## src/rtl/lr_pkg.sv

```systemverilog
// Shared types for the logistic-regression feature sequencer: widths, FSM states
// and the packed sample word carried through the input FIFO.
package lr_pkg;

  localparam int unsigned FEAT_W = 32;
  localparam int unsigned RES_W  = 32;
  localparam int unsigned WORD_W = 2 * FEAT_W;

  typedef enum logic [1:0] {
    StIdle,
    StIssue,
    StWait,
    StHold
  } lr_state_e;

  typedef logic [WORD_W-1:0] sample_word_t;

  // feature0 occupies the low half of the sample word
  function automatic sample_word_t pack_sample(input logic [FEAT_W-1:0] f0,
                                               input logic [FEAT_W-1:0] f1);
    return {f1, f0};
  endfunction

endpackage

```

## src/rtl/lr_sample_fifo.sv

```systemverilog
// Synchronous FIFO of packed feature pairs; registered count, head word visible while non-empty.
module lr_sample_fifo
  import lr_pkg::*;
#(
  parameter int unsigned DEPTH = 8
) (
  input  logic                   clk,
  input  logic                   reset,
  input  logic                   push,
  input  logic                   pop,
  input  sample_word_t           din,
  output sample_word_t           dout,
  output logic                   full,
  output logic                   empty,
  output logic [$clog2(DEPTH):0] count
);

  localparam int unsigned PTR_W = $clog2(DEPTH);
  localparam int unsigned CNT_W = PTR_W + 1;

  sample_word_t     r_mem [DEPTH];
  logic [PTR_W-1:0] r_wr_ptr;
  logic [PTR_W-1:0] r_rd_ptr;
  logic [CNT_W-1:0] r_count;
  logic             w_push;
  logic             w_pop;

  assign full   = (r_count == CNT_W'(DEPTH));
  assign empty  = (r_count == '0);
  assign count  = r_count;
  assign dout   = r_mem[r_rd_ptr];
  assign w_push = push && !full;
  assign w_pop  = pop && !empty;

  // Storage is not reset; a cleared count is enough to discard stale entries.
  always_ff @(posedge clk) begin
    if (w_push) begin
      r_mem[r_wr_ptr] <= din;
    end
  end

  always_ff @(posedge clk) begin
    if (reset) begin
      r_wr_ptr <= '0;
      r_rd_ptr <= '0;
      r_count  <= '0;
    end else begin
      if (w_push) begin
        r_wr_ptr <= r_wr_ptr + PTR_W'(1);
      end
      if (w_pop) begin
        r_rd_ptr <= r_rd_ptr + PTR_W'(1);
      end
      if (w_push && !w_pop) begin
        r_count <= r_count + CNT_W'(1);
      end else if (w_pop && !w_push) begin
        r_count <= r_count - CNT_W'(1);
      end
    end
  end

endmodule

```

## src/rtl/lr_feature_sequencer.sv

```systemverilog
// Feeds buffered feature pairs to the regression core one at a time and returns each
// result tagged with a wrapping sequence number on a valid/ready output.
module lr_feature_sequencer
  import lr_pkg::*;
#(
  parameter int unsigned DEPTH    = 8,
  parameter int unsigned CORE_LAT = 1,
  parameter int unsigned TAG_W    = 8
) (
  input  logic                   clk,
  input  logic                   reset,
  input  logic                   s_valid,
  output logic                   s_ready,
  input  logic [FEAT_W-1:0]      s_feature0,
  input  logic [FEAT_W-1:0]      s_feature1,
  output logic                   read_enable,
  output logic [FEAT_W-1:0]      feature0,
  output logic [FEAT_W-1:0]      feature1,
  input  logic [RES_W-1:0]       result,
  output logic                   r_valid,
  input  logic                   r_ready,
  output logic [RES_W-1:0]       r_data,
  output logic [TAG_W-1:0]       r_tag,
  output logic [$clog2(DEPTH):0] fifo_count,
  output logic                   busy
);

  localparam int unsigned WAIT_W = (CORE_LAT > 1) ? $clog2(CORE_LAT) : 1;

  lr_state_e         r_state;
  lr_state_e         w_state_next;
  logic [WAIT_W-1:0] r_wait_cnt;
  logic [WAIT_W-1:0] w_wait_cnt_next;
  logic [TAG_W-1:0]  r_tag_cnt;
  logic [FEAT_W-1:0] r_feature0;
  logic [FEAT_W-1:0] r_feature1;
  logic              r_read_enable;
  logic [RES_W-1:0]  r_res_data;
  logic [TAG_W-1:0]  r_res_tag;
  logic              w_fifo_pop;
  logic              w_fifo_full;
  logic              w_fifo_empty;
  logic              w_capture;
  sample_word_t      w_fifo_dout;

  lr_sample_fifo #(
    .DEPTH(DEPTH)
  ) u_fifo (
    .clk  (clk),
    .reset(reset),
    .push (s_valid && s_ready),
    .pop  (w_fifo_pop),
    .din  (pack_sample(s_feature0, s_feature1)),
    .dout (w_fifo_dout),
    .full (w_fifo_full),
    .empty(w_fifo_empty),
    .count(fifo_count)
  );

  assign s_ready     = !w_fifo_full;
  assign busy        = (r_state != StIdle);
  assign r_valid     = (r_state == StHold);
  assign read_enable = r_read_enable;
  assign feature0    = r_feature0;
  assign feature1    = r_feature1;
  assign r_data      = r_res_data;
  assign r_tag       = r_res_tag;

  always_comb begin
    w_state_next    = r_state;
    w_wait_cnt_next = r_wait_cnt;
    w_fifo_pop      = 1'b0;
    w_capture       = 1'b0;
    case (r_state)
      StIdle: begin
        if (!w_fifo_empty) begin
          w_fifo_pop   = 1'b1;
          w_state_next = StIssue;
        end
      end
      StIssue: begin
        w_wait_cnt_next = WAIT_W'(CORE_LAT - 1);
        w_state_next    = StWait;
      end
      StWait: begin
        // Counter reaches zero in the cycle the core's result is valid
        if (r_wait_cnt == '0) begin
          w_capture    = 1'b1;
          w_state_next = StHold;
        end else begin
          w_wait_cnt_next = r_wait_cnt - WAIT_W'(1);
        end
      end
      StHold: begin
        if (r_ready) begin
          w_state_next = StIdle;
        end
      end
      default: w_state_next = StIdle;
    endcase
  end

  always_ff @(posedge clk) begin
    if (reset) begin
      r_state       <= StIdle;
      r_wait_cnt    <= '0;
      r_tag_cnt     <= '0;
      r_feature0    <= '0;
      r_feature1    <= '0;
      r_read_enable <= 1'b0;
      r_res_data    <= '0;
      r_res_tag     <= '0;
    end else begin
      r_state       <= w_state_next;
      r_wait_cnt    <= w_wait_cnt_next;
      r_read_enable <= w_fifo_pop;
      if (w_fifo_pop) begin
        {r_feature1, r_feature0} <= w_fifo_dout;
      end
      if (w_capture) begin
        r_res_data <= result;
        r_res_tag  <= r_tag_cnt;
        r_tag_cnt  <= r_tag_cnt + TAG_W'(1);
      end
    end
  end

endmodule

```

## config.mk

```make
export PLATFORM = sky130hd
export DESIGN_NAME = lr_feature_sequencer
export DESIGN_NICKNAME = d
export VERILOG_FILES = /design/src/rtl/lr_pkg.sv /design/src/rtl/lr_sample_fifo.sv /design/src/rtl/lr_feature_sequencer.sv
export SDC_FILE = /design/constraint.sdc
export NUM_CORES = 1
export LEC_CHECK = 0
export CORE_AREA = 2 2 222 180
export CTS_CLUSTER_DIAMETER = 30
export DETAILED_ROUTE_END_ITERATION = 8
export DIE_AREA = 0 0 224 182
export GPL_TIMING_DRIVEN = 0
export MAX_ROUTING_LAYER = met4
export PLACE_DENSITY = 0.88
export SLEW_MARGIN = 10
export SYNTH_ARGS = -nofsm -noshare
export SYNTH_HDL_FRONTEND = slang
export SYNTH_SLANG_ARGS = --single-unit
```

## constraint.sdc

```tcl
create_clock -name clk -period 15.3 [get_ports clk]
set_input_delay 3.825 -clock clk [delete_from_list [all_inputs] [get_ports clk]]
set_output_delay 3.825 -clock clk [all_outputs]
set_load 0.005 [all_outputs]
```

; Yosys cells after proc, flatten, opt, wreduce, memory -nomap -nowiden
; Memories as Yosys holds them, arrays and structs flattened. A register that Yosys moved wholly into a read port is not among the register bits.
; Index checks and enable logic that the tools add are counted.
[word_totals]
mem_bits_rw = 512
register_bits = 62
n_memories = 1
word_cells = 52
output_inout_bits = 112
inputBits = 100
[mem_list]
columns = name, depth, width, read_ports, rd_ports_with_merged_regs, write_ports, line_no
row1 = u_fifo.r_mem, 8, 64, 1, 1, 1, lr_sample_fifo.sv:21  ; sample_word_t r_mem [DEPTH];
[classes]
n_eq_ne = 7
n_addsub = 6
n_reduce_logical = 15
n_mux = 14
[op_table]
columns = cell, n
row1 = 8-bit by 1-bit adder with 8-bit output (second input constant), 1
row2 = 4-bit 2-to-1 mux, 2
row3 = 2-bit one-hot mux with 4 select lines, 1
row4 = 1-bit 2-to-1 mux, 7
row5 = 3-bit by 1-bit adder with 3-bit output (second input constant), 2
row6 = 2-bit 2-to-1 mux, 3
row7 = 2-bit nonzero test, 3
row8 = 1-bit logical AND, 5
row9 = 4-bit by 1-bit adder with 4-bit output (second input constant), 1
row10 = 2-bit == test (second input constant), 2
row11 = 4-bit == test (second input constant), 1
row12 = 1-bit logical NOT, 4
row13 = 4-bit logical NOT, 1
row14 = 2-bit inequality test (second input constant), 2
row15 = 4-bit by 1-bit subtractor with 4-bit output (second input constant), 1
row16 = 3-bit AND reduction, 1
row17 = 2-bit by 1-bit == test with 1-bit output (second input constant), 1
row18 = 2-bit logical NOT, 1
row19 = 2-bit by 1-bit inequality test with 1-bit output (second input constant), 1
row20 = 1-bit one-hot mux with 2 select lines, 1
row21 = 1-bit subtractor (second input constant), 1

; Depth between registers and ports, before layout
[depth]
ltp_word = 8
ltp_mapped = 13
depth_no_buf = 11

; Cells and area by module
; From an unflattened synthesis, not the netlist that was laid out.
[hier_totals]
cells_unflattened = 1277
hier_area_um2 = 23953.0
[modules_own_cells]
columns = module, area_per_inst_um2, instances, cells_per_inst, seq_area_each_um2
row1 = lr_sample_fifo, 19855.3, 1, 812, 15635.0
row2 = lr_feature_sequencer, 4097.7, 1, 465, 2302.2

; Worst setup path after synthesis
; OpenSTA, ideal clock, no wires.
[synth_path]
path_type = input -> register
start = input port s_valid
end = memory u_fifo.r_mem[0][0] (netlist name), enable pin
arrival_time_ns = 10.035
path_slack_ns = 4.621
cell_stages = 2
setup_ns = 0.644
path_buffers = 0
t_required_ns = 14.656
cell_sequence = nand2_1 nor4_1
[synth_between]
elab_chain_len = 4
[synth_lines]
columns = item, line_no
row1 = from (decl), lr_feature_sequencer.sv:12  ; input logic s_valid,
row2 = 1-bit logical AND, lr_feature_sequencer.sv:51  ; .push (s_valid && s_ready),
row3 = 1-bit logical AND, lr_sample_fifo.sv:32  ; assign w_push = push && !full;
row4 = 1-bit 2-to-1 mux, lr_sample_fifo.sv:37  ; if (w_push) begin
row5 = 1-bit 2-to-1 mux (implied by the code), lr_sample_fifo.sv:38  ; r_mem[r_wr_ptr] <= din;
row6 = to (decl), lr_sample_fifo.sv:21
; No other way between the ends.

; Worst setup path in the final report
[layout_path]
start = register u_fifo.r_count[0] (netlist: u_fifo.count[0])
end = output port s_ready
[layout_between]
elab_chain_len = 2
[layout_lines]
columns = item, line_no
row1 = from (decl), lr_sample_fifo.sv:24  ; logic [CNT_W-1:0] r_count;
row2 = from (signal assigned), lr_sample_fifo.sv:55  ; r_count <= r_count + CNT_W'(1);
row3 = from (signal assigned), lr_sample_fifo.sv:57  ; r_count <= r_count - CNT_W'(1);
row4 = 4-bit == test, lr_sample_fifo.sv:28  ; assign full = (r_count == CNT_W'(DEPTH));
row5 = 1-bit logical NOT, lr_feature_sequencer.sv:60  ; assign s_ready = !w_fifo_full;
row6 = to (decl), lr_feature_sequencer.sv:13  ; output logic s_ready,
; No other way between the ends.

==> flow_metrics.env <==
export IMPL_cts_buffers=98
export IMPL_rows=65
export IMPL_cts_sinks=637
export IMPL_holdCritStartpoint="r_data[13]"
export IMPL_dp_hpwl_um=35070
export IMPL_fin_crit_sh=0.3956
export IMPL_cts_buffer_depth=3
export IMPL_final_cell_mix="512 x edfxtp_1, 210 x clkdlybuf4s50_1, 128 x mux4_2, 125 x dfxtp_1, 123 x nor2_1"
export IMPL_grt_pass1_vias=14126
export IMPL_track_usage=0.3052
export IMPL_synth_top_area_frac=0.6514
export IMPL_required_ps=11480
export IMPL_start_util=0.6084
export IMPL_power_mw=5.835
export IMPL_drive_above_1_share=0.2817
export IMPL_tns_ps=0
export IMPL_portBuffers=210
export IMPL_leakage_nw=10.28
export IMPL_dp_cells=1971
export IMPL_cts_resized=0
export IMPL_ys_types=34
export IMPL_h_tree_depth=3
export IMPL_dpl_worst_slack_ps=8661
export IMPL_fp_dieW_um=224
export IMPL_clk_latency_ps=630
export IMPL_hold_violations=0
export IMPL_gp_congestion=0.7619
export IMPL_drt_iter0_drc=1505
export IMPL_vias_per_cell=6.225
export IMPL_fmax_ghz=0.1652
export IMPL_post_cts_buffers=0
export IMPL_worst_slew_pin_slew_ps=1122
export IMPL_startpoint="u_fifo.count[0]"
export IMPL_ant_nets=0
export IMPL_root_buffer="clkbuf_16"
export IMPL_fin_util=0.7890
export IMPL_skew_ps=28.89
export IMPL_period_minus_slack_ps=6053
export IMPL_vias=13452
export IMPL_maxSlewHeadroom=0.2523
export IMPL_syn_nets=1317
export IMPL_cts_tree="yes"
export IMPL_wirelength_um=60100
export IMPL_reg2reg_from="u_fifo.count[0]"
export IMPL_synth_warnings=0
export IMPL_fill_cells=1848
export IMPL_rsz0062_at_grt="no"
export IMPL_dpl_instance_area_um2=26940
export IMPL_yosysSeqAreaShare=0.7575
export IMPL_final_nets=1679
export IMPL_cap_violations=0
export IMPL_holdWs_ps=492.5
export IMPL_drv_slew=0
export IMPL_drc=0
export IMPL_ys_ff_latch=637
export IMPL_finalInstanceArea_um2=30610
export IMPL_synth_largest_area_cell="edfxtp_1"
export IMPL_synthesis_area_um2=23600
export IMPL_antenna_found_initial=5
export IMPL_hold_path_class="reg -> reg"
export IMPL_cp_max_fo=7
export IMPL_dr_pass1_iters=6
export IMPL_ir_drop_mv=0.1307
export IMPL_die_area_um2=40770
export IMPL_grt_pass1_wl_um=87480
export IMPL_overflow=0
export IMPL_synthTopCellsByArea="edfxtp_1 65%, mux4_2 12%, dfxtp_1 11%"
export IMPL_start_kind="register"
export IMPL_fin_cells=2161
export IMPL_setup_viol=0
export IMPL_avgSynthCellArea_um2=19.55
export IMPL_pwr_density_cell_nw_per_um2=190.7
export IMPL_num_io_pins=212
export IMPL_cts_hold_buf=0
export IMPL_wire_per_inst_um=27.81
export IMPL_setup_worst_path_class="reg -> out"
export IMPL_status="completed"
export IMPL_end_kind="primary output"
export IMPL_area_delta_synth_final_pct=29.68
export IMPL_final_common_cell="edfxtp_1"
export IMPL_coreArea_um2=38790
export IMPL_die_h_um=182
export IMPL_clk_pin_slew_ps=60
export IMPL_grt_max_degree=22
export IMPL_worst_slack_ps=9247
export IMPL_worst_endpoint_arrival_ps=2230
export IMPL_syn_inst=1207
-- registers in the layout, indices dropped and copies added, names as in the netlist --
register	flops
feature0	32
feature1	32
r_data	32
r_state	2
r_tag	8
r_tag_cnt	8
read_enable	1
u_fifo.count	4
u_fifo.r_mem	512
u_fifo.r_rd_ptr	3
u_fifo.r_wr_ptr	3
-- synthesized netlist by cell type (all sizes together) --
cell    instances
a211oi          1
a21oi           7
a31oi           1
buf            43
clkbuf         27
dfxtp         125
edfxtp        512
fa              1
ha              9
inv             6
mux2            1
mux2i          43
mux4          128
nand2          10
nand2b          3
nand3           6
nand4           2
nor2          126
nor2b           2
nor3           71
nor4            2
o21ai           2
o22ai          64
o41a            1
or3             2
or4b            1
xnor2           4
xor2            7
-- final timing paths --
kind / to / slack (ps) / cells past startpoint
hold / removal: r_data[13] / 490 / 2
hold reg to reg: r_data[13] / 490 / 2
setup reg to reg: u_fifo.r_mem[0][29] / 12130 / 8
setup / recovery: s_ready / 9250 / 3
-- worst max-delay path, cell delays in order, from the launching register on --
cell             delay (ps)
dfxtp_1                 390
or4b_1                  550
clkbuf_1                170
clkdlybuf4s50_1         490
-- report_power, final --
| part | leakage [nW] | internal (mW) | switching [mW] |
|---|---|---|---|
| registers | 5.67 | 2.04 | 0.0839 |
| clock network | 1.77 | 1.59 | 0.845 |
| logic | 2.83 | 0.593 | 0.687 |
| total | 10.3 | 4.22 | 1.62 |
-- logic make-up after synthesis --
group | after synthesis | synth area share
AOI/OAI and AO/OA | 76 | 0.01993
muxes | 172 | 0.1409
xor gates and xnor gates | 11 | 0.004082
DFF | 637 | 0.7575
and+or+nand+nor | 225 | 0.05466
buffers and inverters | 76 | 0.01739
adders and majority gates | 10 | 0.005620
-- layout make-up --
cell class	count	area [um^2]	area share
well taps	502	628.1	0.02052
diodes	5	12.51	0.0004088
multi-input cells	494	5363	0.1752
clock buffers	115	2639	0.08622
plain buffers	70	387.9	0.01267
repair buffers	262	2666	0.08711
clock inverters	70	1011	0.03303
inverters	6	22.52	0.0007358
flip-flops and latches	637	17880	0.5841
-- routing by layer --
layer | wire length [um] | track usage | share of wire | vias to the layer above
met4 | 1961 | 0.1133 | 0.033 | 0
met5 | 0 | - | 0 | -
met1 | 22020 | 0.3712 | 0.37 | 6895
li1 | - | - | - | 5595
met3 | 5459 | 0.07961 | 0.091 | 133
met2 | 30660 | 0.4979 | 0.51 | 829
(Power assumes the default switching activity.)
